## config.mk

```make
export PLATFORM = sky130hd
export DESIGN_NAME = st_unit
export DESIGN_NICKNAME = d
export VERILOG_FILES = /design/src/rtl/st_unit.sv
export SDC_FILE = /design/constraint.sdc
export NUM_CORES = 1
export LEC_CHECK = 0
export ABC_AREA = 0
export BUFFER_PORTS_ARGS = -buffer_cell sky130_fd_sc_hd__clkbuf_2
export CAP_MARGIN = 25
export CORE_UTILIZATION = 53
export CTS_CLUSTER_SIZE = 30
export DETAILED_ROUTE_END_ITERATION = 8
export GPL_TIMING_DRIVEN = 0
export PLACE_DENSITY = 0.87
export SETUP_SLACK_MARGIN = 0.05
export SYNTH_ARGS = -nofsm -noshare
export SYNTH_HDL_FRONTEND = slang
export SYNTH_SLANG_ARGS = --single-unit
```

## constraint.sdc

```tcl
create_clock -name clk -period 3.7 [get_ports clk]
set_clock_uncertainty 0.15 [all_clocks]
set_input_delay 0.185 -clock clk [delete_from_list [all_inputs] [get_ports clk]]
set_output_delay 0.185 -clock clk [all_outputs]
set_load 0.02 [all_outputs]
```

## src/rtl/st_unit.sv

```systemverilog
// Store unit: latches an operand/address on start and writes it to memory
// over a four-phase req/ack handshake, reporting done or timeout error.
module st_unit #(
    parameter int unsigned TIMEOUT = 16
) (
    input  logic       clk,
    input  logic       rst,
    input  logic       start,
    input  logic [7:0] din,
    input  logic [7:0] addr,
    input  logic       mem_ack,
    output logic       mem_req,
    output logic       mem_wr,
    output logic [7:0] mem_addr,
    output logic [7:0] mem_dout,
    output logic       busy,
    output logic       done,
    output logic       err
);

    // state   | meaning
    // S_IDLE  | waiting for start; latches hold last transfer
    // S_SETUP | address/data stable, waiting for any old ack to drop
    // S_REQ   | mem_req/mem_wr high, timer running
    // S_REL   | req released, waiting for ack to drop
    // S_DONE  | one-cycle done pulse
    // S_ERR   | one-cycle err pulse after timeout
    typedef enum logic [2:0] {
        S_IDLE,
        S_SETUP,
        S_REQ,
        S_REL,
        S_DONE,
        S_ERR
    } state_t;

    localparam logic [7:0] TMR_LOAD = 8'(TIMEOUT - 1);

    state_t     state_q, state_d;
    logic [7:0] tmr_q, tmr_d;
    logic [7:0] mem_addr_q, mem_addr_d;
    logic [7:0] mem_dout_q, mem_dout_d;

    always_ff @(posedge clk or negedge rst) begin
        if (!rst) begin
            state_q    <= S_IDLE;
            tmr_q      <= '0;
            mem_addr_q <= '0;
            mem_dout_q <= '0;
        end else begin
            state_q    <= state_d;
            tmr_q      <= tmr_d;
            mem_addr_q <= mem_addr_d;
            mem_dout_q <= mem_dout_d;
        end
    end

    always_comb begin
        state_d    = state_q;
        tmr_d      = tmr_q;
        mem_addr_d = mem_addr_q;
        mem_dout_d = mem_dout_q;
        case (state_q)
            S_IDLE: begin
                if (start) begin
                    mem_addr_d = addr;
                    mem_dout_d = din;
                    state_d    = S_SETUP;
                end
            end
            S_SETUP: begin
                if (!mem_ack) begin
                    tmr_d   = TMR_LOAD;
                    state_d = S_REQ;
                end
            end
            S_REQ: begin
                // Timer counts down the req cycles remaining; zero is the last one.
                if (mem_ack) begin
                    state_d = S_REL;
                end else if (tmr_q == 8'd0) begin
                    state_d = S_ERR;
                end else begin
                    tmr_d = tmr_q - 8'd1;
                end
            end
            S_REL: begin
                if (!mem_ack) begin
                    state_d = S_DONE;
                end
            end
            S_DONE: begin
                state_d = S_IDLE;
            end
            S_ERR: begin
                // A late ack is drained so memory sees a clean release.
                state_d = mem_ack ? S_REL : S_IDLE;
            end
            default: begin
                state_d = S_IDLE;
            end
        endcase
    end

    assign mem_req  = (state_q == S_REQ);
    assign mem_wr   = mem_req;
    assign busy     = (state_q != S_IDLE);
    assign done     = (state_q == S_DONE);
    assign err      = (state_q == S_ERR);
    assign mem_addr = mem_addr_q;
    assign mem_dout = mem_dout_q;

endmodule

```

==> results of run 1 <==
==> worst register-to-register path, delay by kind of cell, from the launching register on <==
family,cells,cell delay (ns)
AO/OA/AOI/OAI,2,0.50
buffers and inverters,1,0.09
adder cells (fa/ha/maj),1,0.21
AND/OR/NAND/NOR,1,0.42
flip-flops,1,0.44
==> final cells by class <==
type	instances	area [sq um]	share of cell area, %
Buffer	4	41.3	2.35
Clock buffer	4	26.3	1.50
Inverter	4	15.0	0.856
Multi-Input combinational cell	71	581	33.1
Sequential cell	27	676	38.5
Tap cell	28	35.0	2.00
Timing Repair Buffer	58	380	21.7
==> cell families after synthesis <==
logic type,Yosys count
flops,27
fa+ha+maj,2
mux,18
buf+inv,8
compound gates,13
simple gates,37
xor+xnor,1
==> synth_stat cells, drive strengths merged, types with 3 or more instances <==
cell type / instances / share of area, %
buf: 4 / 3.1
nor3: 5 / 1.9
a21oi: 6 / 2.6
inv: 4 / 1.1
dfrtp: 27 / 51
nor2: 11 / 4.4
nand2: 3 / 0.86
mux2: 16 / 14
==> timing repair <==
| item | CTS | global route |
|---|---|---|
| buffers inserted | 0 | 0 |
| hold buffers | 18 | 0 |
| hold endpoints to repair | 44 | 0 |
==> final timing paths <==
kind | from | endpoint | slack (ns) | cells after the start
max in group asynchronous | rst | mem_addr[1] | 2.73 | 2
worst max register to register | tmr_q[0] | state_q[0] | 1.76 | 5
worst max-delay path | tmr_q[0] | state_q[0] | 1.76 | 5
worst min-delay path | start | state_q[0] | 0.04 | 3
worst min register to register | mem_addr[3] | mem_addr[3] | 0.37 | 1
min in group asynchronous | rst | mem_dout[1] | 0.26 | 2
==> layer usage <==
layer  wire length [um]  global-route usage [%]  vias to the layer above
met4                 99                    14.4                        0
met1               1200                    28.4                      505
met3                137                    2.92                        8
li1                   -                       -                      504
met5                  0                       0                        -
met2               1590                    45.7                       40
==> placed cells by master (no fill, tap or decap), types with 3 or more instances in the layout <==
| cell | count |
|---|---|
| sky130_fd_sc_hd__dfrtp_1 | 27 |
| sky130_fd_sc_hd__nor2_1 | 10 |
| sky130_fd_sc_hd__a21oi_1 | 5 |
| sky130_fd_sc_hd__nor3_1 | 5 |
| sky130_fd_sc_hd__clkbuf_4 | 3 |
| sky130_fd_sc_hd__mux2_2 | 16 |
| sky130_fd_sc_hd__inv_1 | 4 |
| sky130_fd_sc_hd__clkbuf_2 | 40 |
| sky130_fd_sc_hd__nand2_1 | 3 |
| sky130_fd_sc_hd__dlygate4sd3_1 | 18 |
==> report_power, final <==
part	switching (mW)	internal, mW	total [mW]
Combinational	0.344	0.277	0.621
Clock	0.0802	0.0422	0.122
Sequential	0.0811	0.410	0.491
Total	0.506	0.729	1.23
==> state kept, by name, indices dropped and copies added (netlist names) <==
signal,flops
mem_addr,8
tmr_q,8
mem_dout,8
state_q,3
==> impl_metrics.toml, run 1 <==
[critical_path]
cpLargestDelayFamily = "compound AO/OA/AOI/OAI gates"
cp_data_required_time_ns = 3.75
timing.critical_path.buf_inv = 1
arrival_ns = 1.99
cp_cell_sequence = "inv_1, ha_1, nor4b_2, a21boi_2, a2111oi_0"
path_class = "register to register"
worstPathMaxFanout = 6
crit_path_end_kind = "register"
crit_path_max_incr_delay_ns = 0.44
timing.critical_path.from_type = "register"
worst_path_max_delay_cell = "sky130_fd_sc_hd__dfrtp_1"

[status]
outcome = "finished clean"

[detailed_routing]
vias = 1057
initial_drc_count = 8
dr.pass1.iters = 4
antenna_violation_net_count_after_detailed_routing = 0
wl_per_cell_um = 15.4
via_per_inst = 5.39
drt-total-wl_mm = 3.03
drc_errors = 0

[place]
place_hpwl_mm = 1.76
placement_setup_slack_ns = 1.81
gp_congestion = 0.837
numPlacedInstances = 174
placed_area_sq_um = 1550
placement.io_buffers = 40

[grt]
grt_overflow = 0
grt_use_total_pct = 25.2
first_global_vias = 1023
grt_start_max_net_pins = 28
antenna_found_initial = 0
global_route_wire_length_before_repair_mm = 4.64

[yosys]
yosysSeqAreaShare_pct = 51.5
syn_nets = 128
mappedNetlistArea_sq_um = 1310
synth-simple-area-share_pct = 19.6
fraction_of_the_mapped_netlist_area_in_compound_gates_pct = 6.77
syn-instance-count = 106
post_synth.cell_area_avg_sq_um = 12.4
synth-seq-cells = 27
synthAdderAreaFrac_pct = 1.91
yosysUniqueCellTypes = 38
largest_family_of_logic_cells_by_synthesized_area = "simple AND/OR/NAND/NOR gates"
synth-edff-count = 0
yosys.area_share.xor_xnor_pct = 0.667
synthMuxAreaShare_pct = 15.3
ys.warnings.count = 0
asyncSetResetFlopFracSynth_pct = 100
yosys_most_used_dff = "sky130_fd_sc_hd__dfrtp_1"

[sta]
timing.final.crit_period_ns = 1.94
slew_violations = 0
holdWs_ns = 0.0419
setup_viol = 0
finalWorstSetupSlack_ns = 1.76
worst_pin_slew_ns = 0.649
layout_worst_path_cycle_share_pct = 52.3
setup_repair_after_global_routing_missed_its_margin = "false"
maxClockFrequency_mhz = 517
fin_tns_setup_ns = 0
final-hold-violation-count = 0
slew_headroom_pct = 56.7

[flow_run]
cap_viol_max_count = 0

[floorplan]
num_rows = 17
initial_utilization_pct = 57.7
floorplan.die.height_um = 51.8
io_pins = 41
core_region_area_sq_um = 2280
dieArea_sq_um = 2680
die_x_um = 51.8

[clock_network]
tritoncts = "yes"
number_of_instances_resized_during_post_cts_repair = 0
clock_insertion_delay_worst_skew_ns = 0.32
clock_tree.htree_level_count = 1
tritoncts_num_sinks = 27
clk_pin_slew_ns = 0.13
clock-root-buffer = "sky130_fd_sc_hd__clkbuf_4"
cts-root-to-sink-buffers = 2
cts-buffers-inserted = 3

[cells_and_area]
insertedDiodeCount = 0
layout_cells_excl_fill = 196
layout.filler_cells = 142
final_area_sq_um = 1750
layout-area-overhead-vs-synth_pct = 33.7
final_net_count = 191
share_of_post_route_cells_with_drive_strength_above_1_pct = 42.3
finalCoreUtilization_pct = 77.1

[pwr]
total_power_mw = 1.23
power-per-cell-area_nw_per_um2 = 704
power.leakage_nw = 0.828
vdd_ir_drop_max_uv = 482

[hold_path]
timing.hold.worst.class = "input pin to register"
(Power assumes the default switching activity.)
==> run 2, diff against run 1 <==
Settings changed: CORE_UTILIZATION 53 to 50, PLACE_DENSITY 0.87 to 0.83.
Clock period 3.7 ns to 2 ns, I/O delays scaled along.
==> run 2 against run 1 <==
Compared with the run above: sequential power increased by 80%; via count decreased by 2.6%; cell count increased by 2.0%; power increased by 85%; wire length decreased by 7.8%; utilization decreased by 4.8 points; final area increased by 2.1%; flip-flop and latch count unchanged; non-clock buffer count increased by 2; first-iteration DRC count increased by 75%; critical path type unchanged; highest routed layer unchanged.
==> impl_metrics.toml, run 2 (synthesis results as in run 1) <==
[status]
outcome = "finished clean"

[critical_path]
worstPathMaxFanout = 10
start_of_the_worst_register_to_register_path = "state_q[2]"
cpLargestDelayFamily = "simple AND/OR/NAND/NOR gates"
arrival_ns = 1.95
timing.reg2reg.worst_path_depth = 4
cp_data_required_time_ns = 2.07
r2r_end = "mem_addr[4]"
crit_path_max_incr_delay_ns = 0.50
path_class = "register to register"
cp_cell_sequence = "or3_4, nor2_8, buf_8, mux2_2"
crit_path_end_kind = "register"
timing.critical_path.buf_inv = 1
timing.critical_path.from_type = "register"
r2r_setup_slack_ns = 0.12
worst_path_max_delay_cell = "sky130_fd_sc_hd__dfrtp_1"

[sta]
setup_viol = 0
slew_headroom_pct = 58.0
timing.final.crit_period_ns = 1.88
finalWorstSetupSlack_ns = 0.125
setup_repair_after_global_routing_missed_its_margin = "false"
layout_worst_path_cycle_share_pct = 93.8
slew_violations = 0
worst_pin_slew_ns = 0.629
maxClockFrequency_mhz = 533
fin_tns_setup_ns = 0
final-hold-violation-count = 0

[detailed_routing]
drt-total-wl_mm = 2.79
via_per_inst = 5.15
drc_errors = 0
antenna_violation_net_count_after_detailed_routing = 0
wl_per_cell_um = 13.9
initial_drc_count = 14
vias = 1029
dr.pass1.iters = 4

[grt]
grt_overflow = 0
grt_use_total_pct = 20.2
global_route_wire_length_before_repair_mm = 4.06
antenna_found_initial = 0
grt_start_max_net_pins = 28
first_global_vias = 934

[floorplan]
initial_utilization_pct = 53.0
core_region_area_sq_um = 2480
die_x_um = 53.2
num_rows = 18
floorplan.die.height_um = 53.2
io_pins = 41
dieArea_sq_um = 2830

[place]
place_hpwl_mm = 1.83
gp_congestion = 0.826
placement.io_buffers = 40
placement_setup_slack_ns = 0.0988

[cells_and_area]
most-common-layout-cells = "40 x sky130_fd_sc_hd__clkbuf_2, 27 x sky130_fd_sc_hd__dfrtp_1, 19 x sky130_fd_sc_hd__dlygate4sd3_1"
share_of_post_route_cells_with_drive_strength_above_1_pct = 43.5
final_net_count = 193
final_common_cell = "sky130_fd_sc_hd__clkbuf_2"
layout.filler_cells = 155
layout-area-overhead-vs-synth_pct = 36.4
insertedDiodeCount = 0

[clock_network]
tritoncts = "yes"
cts-root-to-sink-buffers = 2
tritoncts_num_sinks = 27
cts-buffers-inserted = 3
clock-root-buffer = "sky130_fd_sc_hd__clkbuf_4"
clock_tree.htree_level_count = 1
clock_insertion_delay_worst_skew_ns = 0.33
clk_pin_slew_ns = 0.15

[pwr]
vdd_ir_drop_max_uv = 954
total_power_mw = 2.29
power.leakage_nw = 0.834
power-per-cell-area_nw_per_um2 = 1280

[hold_path]
timing.hold.worst.class = "input pin to asynchronous set/reset pin"

[flow_run]
cap_viol_max_count = 0
[run 2: where the power goes]
| part | leakage, nW | internal [mW] | switching [mW] |
|---|---|---|---|
| Clock | 0.0139 | 0.0765 | 0.167 |
| Combinational | 0.500 | 0.529 | 0.634 |
| Sequential | 0.320 | 0.757 | 0.124 |
| Total | 0.834 | 1.36 | 0.925 |
[run 2: worst max path at each step]
stage / start / endpoint / slack (ns) / depth (start not counted)
after global placement: state_q[2] / mem_addr[5] / 0.17 / 4
after floorplan: state_q[1] / mem_addr[0] / 0.19 / 5
after detailed placement: tmr_q[0] / state_q[0] / 0.1 / 5
after CTS: tmr_q[0] / state_q[0] / 0.06 / 5
final: state_q[2] / mem_addr[4] / 0.12 / 4
after global routing: tmr_q[0] / tmr_q[3] / 0.05 / 6
[run 2: repair_timing]
item | 4_1_cts | 5_1_grt
hold endpoints to repair | 46 | 0
setup endpoints to repair | 0 | 3
resized for setup | 0 | 3
setup buffers | 0 | 1
hold buffers | 19 | 0
[run 2: through the flow]
step | cells | utilization, % | hold slack (ns) | instance area [sq um]
floorplan | 106 | - | -0.346 | 1310
global placement | 176 | 62.6 | -0.00473 | 1550
detailed placement | 176 | 62.6 | 0.00575 | 1550
CTS | 199 | 71.5 | 0.170 | 1770
global route | 200 | 72.3 | 0.205 | 1790
finish | 200 | 72.3 | 0.154 | 1790
[run 2: layout make-up]
class / instances / area [sq um] / share of cell area, %
inverter: 4 / 15.0 / 0.839
sequential: 27 / 676 / 37.7
clock inverter: 1 / 7.51 / 0.419
timing repair buffer: 60 / 398 / 22.2
clock buffer: 3 / 22.5 / 1.26
tap: 30 / 37.5 / 2.10
multi-input combinational: 71 / 593 / 33.1
buffer: 4 / 41.3 / 2.31
[run 2: per-layer routing]
metal | GRT usage, % | part of all wire [%] | routed length [um] | vias up
met5 | 0 | 0 | 0 | -
met4 | 6.14 | 1.5 | 42 | 0
met3 | 3.45 | 6.1 | 169 | 6
met2 | 35.8 | 50 | 1400 | 35
met1 | 24.6 | 42 | 1180 | 482
li1 | - | - | - | 506
==> run 3, diff against run 2 <==
Settings changed: CORE_UTILIZATION 50 to 45, PLACE_DENSITY 0.83 to 0.79.
Clock period 2 ns to 1.5 ns, I/O delays scaled along.
==> run 3 against run 2 <==
Compared with the run above: the flow now finishes with violations (negative setup slack); highest routed layer unchanged; critical endpoint is now mem_dout[7]; power up 83%; via count up 31%; fmax hardly changed; first-iteration DRC count rose to 4.1 times the previous value; flip-flop and latch count is the same; global-route usage is 9.5 points higher; largest cell class is now multi-input combinational cells; register-to-register slack lost 0.50 ns.
==> impl_metrics.toml, run 3 (synthesis results as in run 1) <==
[status]
outcome = "finished with violations"
violations = "negative setup slack"

[cells_and_area]
share_of_post_route_cells_with_drive_strength_above_1_pct = 63.1
final_common_cell = "sky130_fd_sc_hd__clkbuf_2"
layout.filler_cells = 102
final_area_sq_um = 2290
layout-area-overhead-vs-synth_pct = 74.3
layout_cells_excl_fill = 229
most-common-layout-cells = "35 x sky130_fd_sc_hd__clkbuf_2, 26 x sky130_fd_sc_hd__dfrtp_1, 20 x sky130_fd_sc_hd__dlygate4sd3_1, 20 x sky130_fd_sc_hd__buf_4, 10 x sky130_fd_sc_hd__mux2_2"
insertedDiodeCount = 0
final_net_count = 221

[detailed_routing]
via_per_inst = 5.89
wl_per_cell_um = 22.3
vias = 1349
drc_errors = 0
antenna_violation_net_count_after_detailed_routing = 0
dr.pass1.iters = 4
drt-total-wl_mm = 5.11
initial_drc_count = 57

[place]
placement.io_buffers = 40
placed_area_sq_um = 1570
numPlacedInstances = 177
gp_congestion = 0.754
place_hpwl_mm = 1.78

[grt]
grt_use_total_pct = 29.7
grt_overflow = 0
first_global_vias = 1409
global_route_wire_length_before_repair_mm = 7.00
antenna_found_initial = 0
grt_start_max_net_pins = 28

[critical_path]
crit_path_max_incr_delay_ns = 0.45
arrival_ns = 1.95
path_class = "register to register"
cp_data_required_time_ns = 1.57
worst_path_max_delay_cell = "sky130_fd_sc_hd__dfrtp_1"
worstPathMaxFanout = 5
timing.reg2reg.worst_path_depth = 5
crit_path_end_kind = "register"
cp_cell_sequence = "buf_6, or3_4, nor2_8, clkbuf_16, mux2_2"
timing.critical_path.from_type = "register"

[pwr]
cellInternalPower_mw = 2.46
power-per-cell-area_nw_per_um2 = 1830
power.leakage_nw = 1.06
vdd_ir_drop_max_uv = 1760
power.sequential.fraction_pct = 29.8
switching_share_pct = 41.2
clockPowerShare_pct = 7.9
net-switching-power_mw = 1.72
comb_power_share_pct = 62.3

[sta]
finalWorstSetupSlack_ns = -0.377
timing.final.crit_period_ns = 1.88
slew_violations = 0
worst_pin_slew_ns = 0.666
setup_viol = 32
slew_headroom_pct = 55.6
final-hold-violation-count = 0
setup_repair_after_global_routing_missed_its_margin = "true"
layout_worst_path_cycle_share_pct = 125
maxClockFrequency_mhz = 533

[flow_run]
cap_viol_max_count = 0

[clock_network]
clock-root-buffer = "sky130_fd_sc_hd__clkbuf_4"
clock_insertion_delay_worst_skew_ns = 0.33
cts-root-to-sink-buffers = 2
tritoncts_num_sinks = 27
clk_pin_slew_ns = 0.16
clock_tree.htree_level_count = 1
tritoncts = "yes"
cts-buffers-inserted = 3

[floorplan]
io_pins = 41
core_region_area_sq_um = 2760
num_rows = 19
floorplan.die.height_um = 56.0
die_x_um = 56.0
dieArea_sq_um = 3140
initial_utilization_pct = 47.6

[hold_path]
min_delay_path_depth = 5
timing.hold.worst.class = "input pin to register"
-- run 3: critical path, delay by kind of cell (launching register included) --
| kind | cells | cell delay (ns) |
|---|---|---|
| buffers and inverters | 2 | 0.30 |
| flip-flops | 1 | 0.45 |
| multiplexers | 1 | 0.35 |
| AND/OR/NAND/NOR | 2 | 0.51 |
-- run 3: power groups by stage --
stage,combinational (mW),sequential (mW),clock (mW)
after detailed placement,1.49,1.20,0
after global placement,1.45,1.17,0
final,2.61,1.25,0.331
after global routing,2.71,1.26,0.354
after CTS,2.13,1.16,0.315
after floorplan,0.792,1.45,0
-- run 3: layout make-up --
| type | count | area [sq um] | area share (%) |
|---|---|---|---|
| Multi-Input combinational cell | 71 | 771 | 33.7 |
| Clock buffer | 4 | 26.3 | 1.15 |
| Inverter | 4 | 15.0 | 0.656 |
| Sequential cell | 27 | 677 | 29.6 |
| Buffer | 4 | 48.8 | 2.13 |
| Timing Repair Buffer | 88 | 711 | 31.1 |
| Tap cell | 31 | 38.8 | 1.70 |
-- run 3: final timing paths --
kind | from | end | slack (ns)
worst max-delay path | state_q[1] | mem_dout[7] | -0.38
worst min-delay path | mem_ack | tmr_q[2] | 0.1
worst max register to register | state_q[1] | mem_dout[7] | -0.38
worst min register to register | mem_addr[0] | mem_addr[0] | 0.39
max in group asynchronous | rst | state_q[2] | 0.60
min in group asynchronous | rst | mem_dout[1] | 0.14
-- run 3: through the flow --
stage	util [%]	total power, mW	TNS [ns]	setup WS (ns)	hold WS (ns)
after CTS	75.9	3.61	-6.89	-0.320	0.0800
after global routing	82.9	4.33	-10.39	-0.403	0.111
final	82.9	4.18	-8.94	-0.377	0.0997
after detailed placement	57.0	2.69	-6.47	-0.351	-0.00969
after global placement	57.0	2.62	-5.48	-0.310	-0.0251
after floorplan	-	2.25	-4.40	-0.296	-0.371
-- run 3: timing repair --
action / CTS / global route
endpoints found under the setup margin: 32 / 32
setup buffers: 18 / 9
pin swaps: 7 / 8
cloned: 0 / 1
hold buffers: 20 / 0
resized for setup: 34 / 26
endpoints found under the hold margin: 46 / 0
-- run 3: metal layers --
layer	vias to the layer above	global-route usage, %	share of wire (%)
met5	-	0	0
met4	0	13.9	7.0
met3	34	4.42	6.7
met2	100	57.0	53
met1	654	31.4	34
li1	561	-	-
